--- src/rtl/shift_out_stage.sv ---
// Output register stage for the barrel shifter: a 2-entry skid buffer that
// decouples out_ready from in_ready and counts delivered results.
//
// state | meaning
// EMPTY | no result held, Out_* keep their last values
// ONE   | head holds a result, skid free
// FULL  | head and skid both hold results, upstream stalled
module shift_out_stage (
  input  logic        clk,
  input  logic        rst,
  input  logic        in_valid,
  output logic        in_ready,
  input  logic [15:0] In_result,
  input  logic [1:0]  In_op,
  input  logic [3:0]  In_cnt,
  output logic        out_valid,
  input  logic        out_ready,
  output logic [15:0] Out_result,
  output logic [1:0]  Out_op,
  output logic [3:0]  Out_cnt,
  output logic        Out_zero,
  output logic        Out_msb,
  output logic [15:0] xfer_cnt
);

  typedef enum logic [1:0] {
    EMPTY = 2'd0,
    ONE   = 2'd1,
    FULL  = 2'd2
  } state_t;

  state_t state, state_nxt;

  logic        accept;
  logic        emit;
  logic        load_head_in;
  logic        load_head_skid;
  logic        load_skid_in;

  logic [15:0] head_result, skid_result;
  logic [1:0]  head_op, skid_op;
  logic [3:0]  head_cnt, skid_cnt;
  logic        head_zero, skid_zero;
  logic        in_zero;

  // State register
  always_ff @(posedge clk) begin
    if (rst) begin
      state <= EMPTY;
    end else begin
      state <= state_nxt;
    end
  end

  // Next-state logic
  always_comb begin
    state_nxt = state;
    case (state)
      EMPTY: begin
        if (accept) state_nxt = ONE;
      end
      ONE: begin
        if (accept && !emit)      state_nxt = FULL;
        else if (!accept && emit) state_nxt = EMPTY;
        else                      state_nxt = ONE;
      end
      FULL: begin
        if (emit) state_nxt = ONE;
      end
      default: state_nxt = EMPTY;
    endcase
  end

  // Output / control decode; in_ready depends only on state and reset
  always_comb begin
    in_ready       = 1'b0;
    out_valid      = 1'b0;
    load_head_in   = 1'b0;
    load_head_skid = 1'b0;
    load_skid_in   = 1'b0;
    accept         = 1'b0;
    emit           = 1'b0;
    in_ready  = !rst && (state != FULL);
    out_valid = (state == ONE) || (state == FULL);
    accept    = in_valid && in_ready;
    emit      = out_valid && out_ready;
    case (state)
      EMPTY: begin
        load_head_in = accept;
      end
      ONE: begin
        load_head_in = accept && emit;
        load_skid_in = accept && !emit;
      end
      FULL: begin
        load_head_skid = emit;
      end
      default: begin
        load_head_in = 1'b0;
      end
    endcase
  end

  assign in_zero = (In_result == 16'h0000);

  // Datapath registers; zero flag is captured with the data so no output
  // sees a combinational path from In_result.
  always_ff @(posedge clk) begin
    if (rst) begin
      head_result <= 16'h0000;
      head_op     <= 2'b00;
      head_cnt    <= 4'h0;
      head_zero   <= 1'b0;
      skid_result <= 16'h0000;
      skid_op     <= 2'b00;
      skid_cnt    <= 4'h0;
      skid_zero   <= 1'b0;
      xfer_cnt    <= 16'h0000;
    end else begin
      if (load_head_in) begin
        head_result <= In_result;
        head_op     <= In_op;
        head_cnt    <= In_cnt;
        head_zero   <= in_zero;
      end else if (load_head_skid) begin
        head_result <= skid_result;
        head_op     <= skid_op;
        head_cnt    <= skid_cnt;
        head_zero   <= skid_zero;
      end
      if (load_skid_in) begin
        skid_result <= In_result;
        skid_op     <= In_op;
        skid_cnt    <= In_cnt;
        skid_zero   <= in_zero;
      end
      if (emit) begin
        xfer_cnt <= xfer_cnt + 16'd1;
      end
    end
  end

  assign Out_result = head_result;
  assign Out_op     = head_op;
  assign Out_cnt    = head_cnt;
  assign Out_zero   = head_zero;
  assign Out_msb    = head_result[15];

endmodule

--- config.mk ---
export PLATFORM = sky130hd
export DESIGN_NAME = shift_out_stage
export DESIGN_NICKNAME = d
export VERILOG_FILES = /design/src/rtl/shift_out_stage.sv
export SDC_FILE = /design/constraint.sdc
export NUM_CORES = 1
export LEC_CHECK = 0
export ABC_AREA = 0
export CAP_MARGIN = 20
export CORE_MARGIN = 10
export CORE_UTILIZATION = 45
export CTS_CLUSTER_SIZE = 28
export DETAILED_ROUTE_END_ITERATION = 8
export GPL_TIMING_DRIVEN = 0
export PLACE_DENSITY = 0.85
export RECOVER_POWER = 25
export SLEW_MARGIN = 20
export SYNTH_ARGS = -nofsm -noshare
export SYNTH_HDL_FRONTEND = slang
export SYNTH_SLANG_ARGS = --single-unit
--- constraint.sdc ---
create_clock -name clk -period 2.7 [get_ports clk]
set_input_delay 0.81 -clock clk [delete_from_list [all_inputs] [get_ports clk]]
set_output_delay 0.81 -clock clk [all_outputs]
set_load 0.05 [all_outputs]
==> results of run 1 <==
==> cell usage after synthesis (all sizes together) <==
cell / number
dfxtp: 64
nand2: 54
nor2: 38
a21oi: 29
mux2i: 25
a211oi: 24
clkbuf: 14
inv: 9
nand3: 8
ha: 7
nor4: 7
buf: 6
xnor2: 6
nor3: 4
o21ai: 4
or3: 4
nand4: 3
mux2: 2
nor2b: 2
xor2: 2
a21o: 1
a22oi: 1
a2bb2oi: 1
and2: 1
and3: 1
and4: 1
nor3b: 1
or4: 1
==> power by group <==
group          internal, mW  switching [mW]
combinational         0.180           0.321
clock                 0.547           0.394
sequential             1.00          0.0347
total                  1.73           0.750
==> flip-flops by register name, summed over array words and instances (netlist names) <==
name,flops
Out_zero,1
Out_cnt,4
skid_result,16
skid_zero,1
state,2
skid_op,2
Out_result,16
xfer_cnt,16
Out_op,2
skid_cnt,4
==> routing by layer <==
metal,share of wire [%],track usage [%],vias up
met3,7.2,6.765,14
li1,-,-,1268
met2,49,25.13,69
met4,2.0,6.615,0
met1,42,16.80,1199
met5,0,0,-
==> worst paths after layout <==
kind | start | end | cells after the start
worst max-delay path | state[0]$_SDFFE_PP0P_ | out_valid | 3
worst min-delay path | skid_cnt[2]$_SDFFE_PP0P_ | skid_cnt[2]$_SDFFE_PP0P_ | 2
worst max register to register | state[0]$_SDFFE_PP0P_ | Out_op[0]$_SDFFE_PP0P_ | 8
worst min register to register | skid_cnt[2]$_SDFFE_PP0P_ | skid_cnt[2]$_SDFFE_PP0P_ | 2
==> worst max-delay path: stages (launching register included) <==
cell and delay, ns:
dfxtp_1 0.38, inv_1 0.08, ha_1 0.35, dlygate4sd2_1 0.55
==> repair_timing <==
action / in CTS / in global routing
buffers inserted: 0 / 2
resized for setup: 14 / 10
endpoints found under the setup margin: 22 / 30
pin swaps: 0 / 1
==> layout make-up <==
class | instances | area (sq um)
Tap cell | 75 | 93.84
Multi-Input combinational cell | 227 | 1358
Clock inverter | 6 | 91.34
Timing Repair Buffer | 69 | 676.9
Buffer | 20 | 101.3
Inverter | 9 | 33.78
Clock buffer | 10 | 137.6
Fill cell | 496 | 2147
Sequential cell | 64 | 1281
==> cell usage in the layout, fill, tap and decap left out, drive strengths merged, types with 7 or more instances in the layout <==
cell type	instances
dfxtp	64
clkdlybuf4s50	55
nand2	54
nor2	38
a21oi	29
clkbuf	26
mux2i	25
a211oi	24
inv	10
dlygate4sd3	9
nand3	8
buf	8
nor4	7
ha	7
==> metrics by stage <==
stage | total power [mW] | instances | setup TNS (ns)
detailed placement | 1.558 | 462 | -17.13
global placement | 1.545 | 462 | -13.88
floorplan | 1.370 | 320 | 0
finish | 2.478 | 480 | 0
CTS | 2.498 | 478 | 0
global route | 2.574 | 480 | 0
==> logic make-up (layout without fill, tap and decap cells) <==
group	count (synthesis)	count (layout)	synth area share (%)
adder cells (fa/ha/maj)	7	7	3.182
AO/OA/AOI/OAI	60	60	13.59
flip-flops	64	64	46.55
XOR/XNOR	8	8	2.546
multiplexers	27	27	9.909
AND/OR/NAND/NOR	125	125	20.05
buffers and inverters	29	114	4.182
==> flow_metrics.tcl, run 1 <==
set metrics [dict create \
    synthCells 320 \
    fp.dieW_um 98.21 \
    fin_skew_ns 0.009512 \
    fmax_ghz 0.3955 \
    syn-num-nets 353 \
    slew_violations 0 \
    drt_iter0_drc 111 \
    grt_max_degree 13 \
    r2r_slack_ns 0.33 \
    grt_usage_pct 15.31 \
    power_density_nw_per_um2 656.6 \
    ctsHoldBuffers 0 \
    synth.area.top_cells "dfxtp_1, mux2i_1, nand2_1, a211oi_1, a21oi_1" \
    antenna_found_initial 0 \
    cts_root_buffer "clkbuf_8" \
    worst-setup-path-type "reg -> out" \
    yosysSeqAreaShare_pct 46.55 \
    core_sq_um 5921 \
    route.detailed.drc 0 \
    drt-vias-per-instance 5.313 \
    numCtsBuffers 9 \
    cts_tree "yes" \
    arrival_ns 1.72 \
    die_area_sq_um 9645 \
    post-route-util_pct 63.74 \
    ir_drop_v 0.0003913 \
    yosys_warnings 0 \
    start_util_pct 46.49 \
    vias 2550 \
    drt_wl_total_mm 7.331 \
    layout_min_cycle_time_ns 2.528 \
    postRouteAntennaNets 0 \
    clk_latency_ns 0.35 \
    status "completed" \
    fin_ws_ns 0.1717 \
    avgRoutedWirePerCell_um 15.27 \
    drt-pass1-iter-count 5 \
    place_congestion 0.8119 \
    area_growth_pct 37.09 \
    ios 68 \
    io_buffers 67 \
    worstPathMaxFanout 5 \
    place_ws_ns -1.182 \
    n_antenna_cell 0 \
    end_kind "primary output" \
    yosys.area.top_type "dfxtp_1" \
    setup_viol 0 \
    relSlewSlack_pct 55.18 \
    synth_seq_cells 64 \
    min_path_type "reg -> reg" \
    dpl.hpwl_mm 5.438 \
    clockBufferDepth 2 \
    rows 28 \
    ys_types 31 \
    period_share_pct 93.64 \
    start_kind "register" \
    dpl_cell_area_sq_um 3517 \
    synth_area_sq_um 2753 \
    final_nets 433 \
    drive_gt1_share_pct 8.642 \
    die_h_um 98.21 \
    holdWs_ns 0.4542 \
    h-tree-depth 3 \
    cts.sinks 64 \
    final_cell_area_sq_um 3774 \
    rsz0062_at_grt "false" \
    cp.required_ns 1.89 \
    syn_avg_cell_area_sq_um 8.602 \
    p_leak_nw 1.512 \
    grt_pass1_wl_mm 12.24 \
    cts.reportedPaths.clkPinSlew_ns 0.08 \
    synth_top_area_share_pct 46.55 \
    hold_violations 0 \
    tightest_slew_ns 0.6662 \
    gr-total-overflow 0 \
    first_global_vias 2530 \
    maxCapViolCount 0 \
]
Note: power is estimated with default switching activity, not from simulation.
==> run 2, diff against run 1 <==
--- a/config.mk
+++ b/config.mk
@@ -14,7 +14,6 @@
 export GPL_TIMING_DRIVEN = 0
 export PLACE_DENSITY = 0.85
 export RECOVER_POWER = 25
-export SLEW_MARGIN = 20
 export SYNTH_ARGS = -nofsm -noshare
 export SYNTH_HDL_FRONTEND = slang
 export SYNTH_SLANG_ARGS = --single-unit
==> results of run 2 <==
The final DEF is identical to that of run 1; final timing and power are the same.
==> run 3, diff against run 2 <==
--- a/config.mk
+++ b/config.mk
@@ -11,9 +11,11 @@
 export CORE_UTILIZATION = 45
 export CTS_CLUSTER_SIZE = 28
 export DETAILED_ROUTE_END_ITERATION = 8
+export DONT_BUFFER_PORTS = 1
 export GPL_TIMING_DRIVEN = 0
-export PLACE_DENSITY = 0.85
+export PLACE_DENSITY = 0.71
 export RECOVER_POWER = 25
+export SETUP_SLACK_MARGIN = 0.4
 export SYNTH_ARGS = -nofsm -noshare
 export SYNTH_HDL_FRONTEND = slang
 export SYNTH_SLANG_ARGS = --single-unit
==> run 3 against run 2 <==
  * Register-to-register slack improved by 0.11 ns
  * First-iteration DRC count fell by 2.7%
  * Critical path depth rose by 2
  * Power fell by 0.73%
  * Wire length fell by 3.7%
  * Core utilization fell by 9.7 points
  * Combinational power fell by 49%
  * Largest cell class unchanged
==> flow_metrics.tcl, run 3 (synthesis results as in run 1) <==
set metrics [dict create \
    status "completed" \
    start_util_pct 46.49 \
    cp.required_ns 2.97 \
    core_sq_um 5921 \
    tightest_slew_ns 0.6893 \
    drt-vias-per-instance 5.443 \
    drive_gt1_share_pct 13.24 \
    cts.sinks 64 \
    fin_setup_tns_ns 0 \
    rows 28 \
    hold_start "skid_cnt[0]$_SDFFE_PP0P_" \
    fmax_ghz 0.4419 \
    start_kind "register" \
    fillers 531 \
    min_path_type "reg -> reg" \
    antenna_found_initial 0 \
    place_congestion 0.7365 \
    arrival_ns 2.54 \
    path_cells "ha_1 > nand2_1 > or4_4 > or3_1 > a21oi_1" \
    io_buffers 0 \
    cts_tree "yes" \
    layout_min_cycle_time_ns 2.263 \
    ios 68 \
    power_mw 2.460 \
    die_h_um 98.21 \
    avgRoutedWirePerCell_um 17.01 \
    power_density_nw_per_um2 769.1 \
    drt-pass1-iter-count 4 \
    numCtsBuffers 9 \
    slowest_delay_ns 0.72 \
    worstPathMaxFanout 6 \
    p_leak_nw 1.281 \
    final_cell_mix "dfxtp_1, nand2_1, nor2_1" \
    relSlewSlack_pct 53.98 \
    grt_max_degree 12 \
    dpl.hpwl_mm 5.072 \
    final_common_cell "dfxtp_1" \
    drt_wl_total_mm 7.058 \
    area_growth_pct 16.18 \
    place_ws_ns 0.02229 \
    period_share_pct 83.82 \
    slew_violations 0 \
    gr-total-overflow 0 \
    r2r-start "xfer_cnt[0]$_SDFFE_PP0P_" \
    die_area_sq_um 9645 \
    hold_violations 0 \
    setup_viol 0 \
    clk_latency_ns 0.34 \
    crit_start "xfer_cnt[0]$_SDFFE_PP0P_" \
    end_kind "register" \
    fin_skew_ns 0.006232 \
    cts_root_buffer "clkbuf_8" \
    rsz0062_at_grt "false" \
    slowest_stage "dfxtp_1" \
    route.detailed.drc 0 \
    ir_drop_v 0.0003166 \
    clockBufferDepth 2 \
    postRouteAntennaNets 0 \
    fin_ws_ns 0.4369 \
    grt_usage_pct 14.59 \
    drt_iter0_drc 108 \
    final_nets 368 \
    h-tree-depth 3 \
    n_antenna_cell 0 \
    grt_pass1_wl_mm 11.65 \
    worst-setup-path-type "reg -> reg" \
    cpLargestDelayFamily "simple AND/OR/NAND/NOR gates" \
    vias 2259 \
    cts.reportedPaths.clkPinSlew_ns 0.07 \
    first_global_vias 2300 \
    fp.dieW_um 98.21 \
    path_buf_inv 0 \
    maxCapViolCount 0 \
]
==> run 3: stage by stage <==
stage                     utilization, %  cells  hold slack [ns]  area [sq um]
after floorplan                        -    320           0.4357          2763
after global placement             48.25    395           0.4413          2856
after detailed placement           48.25    395           0.4460          2856
after CTS                          53.55    415           0.4552          3171
after global routing               54.02    415           0.4765          3198
final                              54.02    415           0.4559          3198
==> run 3: cell type report <==
class / instances / area, sq um / share of cell area (%)
Sequential cell: 64 / 1284 / 40.14
Tap cell: 75 / 93.84 / 2.934
Multi-Input combinational cell: 227 / 1401 / 43.82
Inverter: 9 / 33.78 / 1.056
Clock inverter: 5 / 103.9 / 3.247
Clock buffer: 11 / 141.4 / 4.421
Buffer: 20 / 110.1 / 3.443
Timing Repair Buffer: 4 / 30.03 / 0.9390
==> run 3: per-layer routing <==
layer  wire length (um)  GRT usage, %
met5                  0             0
met1               3024         16.11
met3                726         7.470
met2               3202         23.15
met4                104         6.174
==> run 3: tightest hold or removal path, delay by kind of cell, from the launching register on <==
family           cells  cell delay (ns)
flip-flops           1             0.31
AO/OA/AOI/OAI        1             0.05
AND/OR/NAND/NOR      1             0.05
==> run 3: repair_timing <==
item | 4_1_cts | 5_1_grt
setup endpoints to repair | 48 | 45
setup buffers | 4 | 0
hold endpoints to repair | 0 | 0
gates resized for setup | 15 | 20
pin swaps | 1 | 2
hold buffers | 0 | 0
==> run 3: power breakdown <==
part	total, mW	internal [mW]	switching [mW]
sequential	1.18	1.00	0.181
clock	1.02	0.639	0.384
combinational	0.255	0.103	0.151
==> run 3: worst paths after layout <==
kind	to	slack (ns)	depth (start not counted)
setup / recovery	xfer_cnt[14]$_SDFFE_PP0P_	0.44	5
setup reg to reg	xfer_cnt[14]$_SDFFE_PP0P_	0.44	5
hold / removal	skid_cnt[0]$_SDFFE_PP0P_	0.46	2
hold reg to reg	skid_cnt[0]$_SDFFE_PP0P_	0.46	2
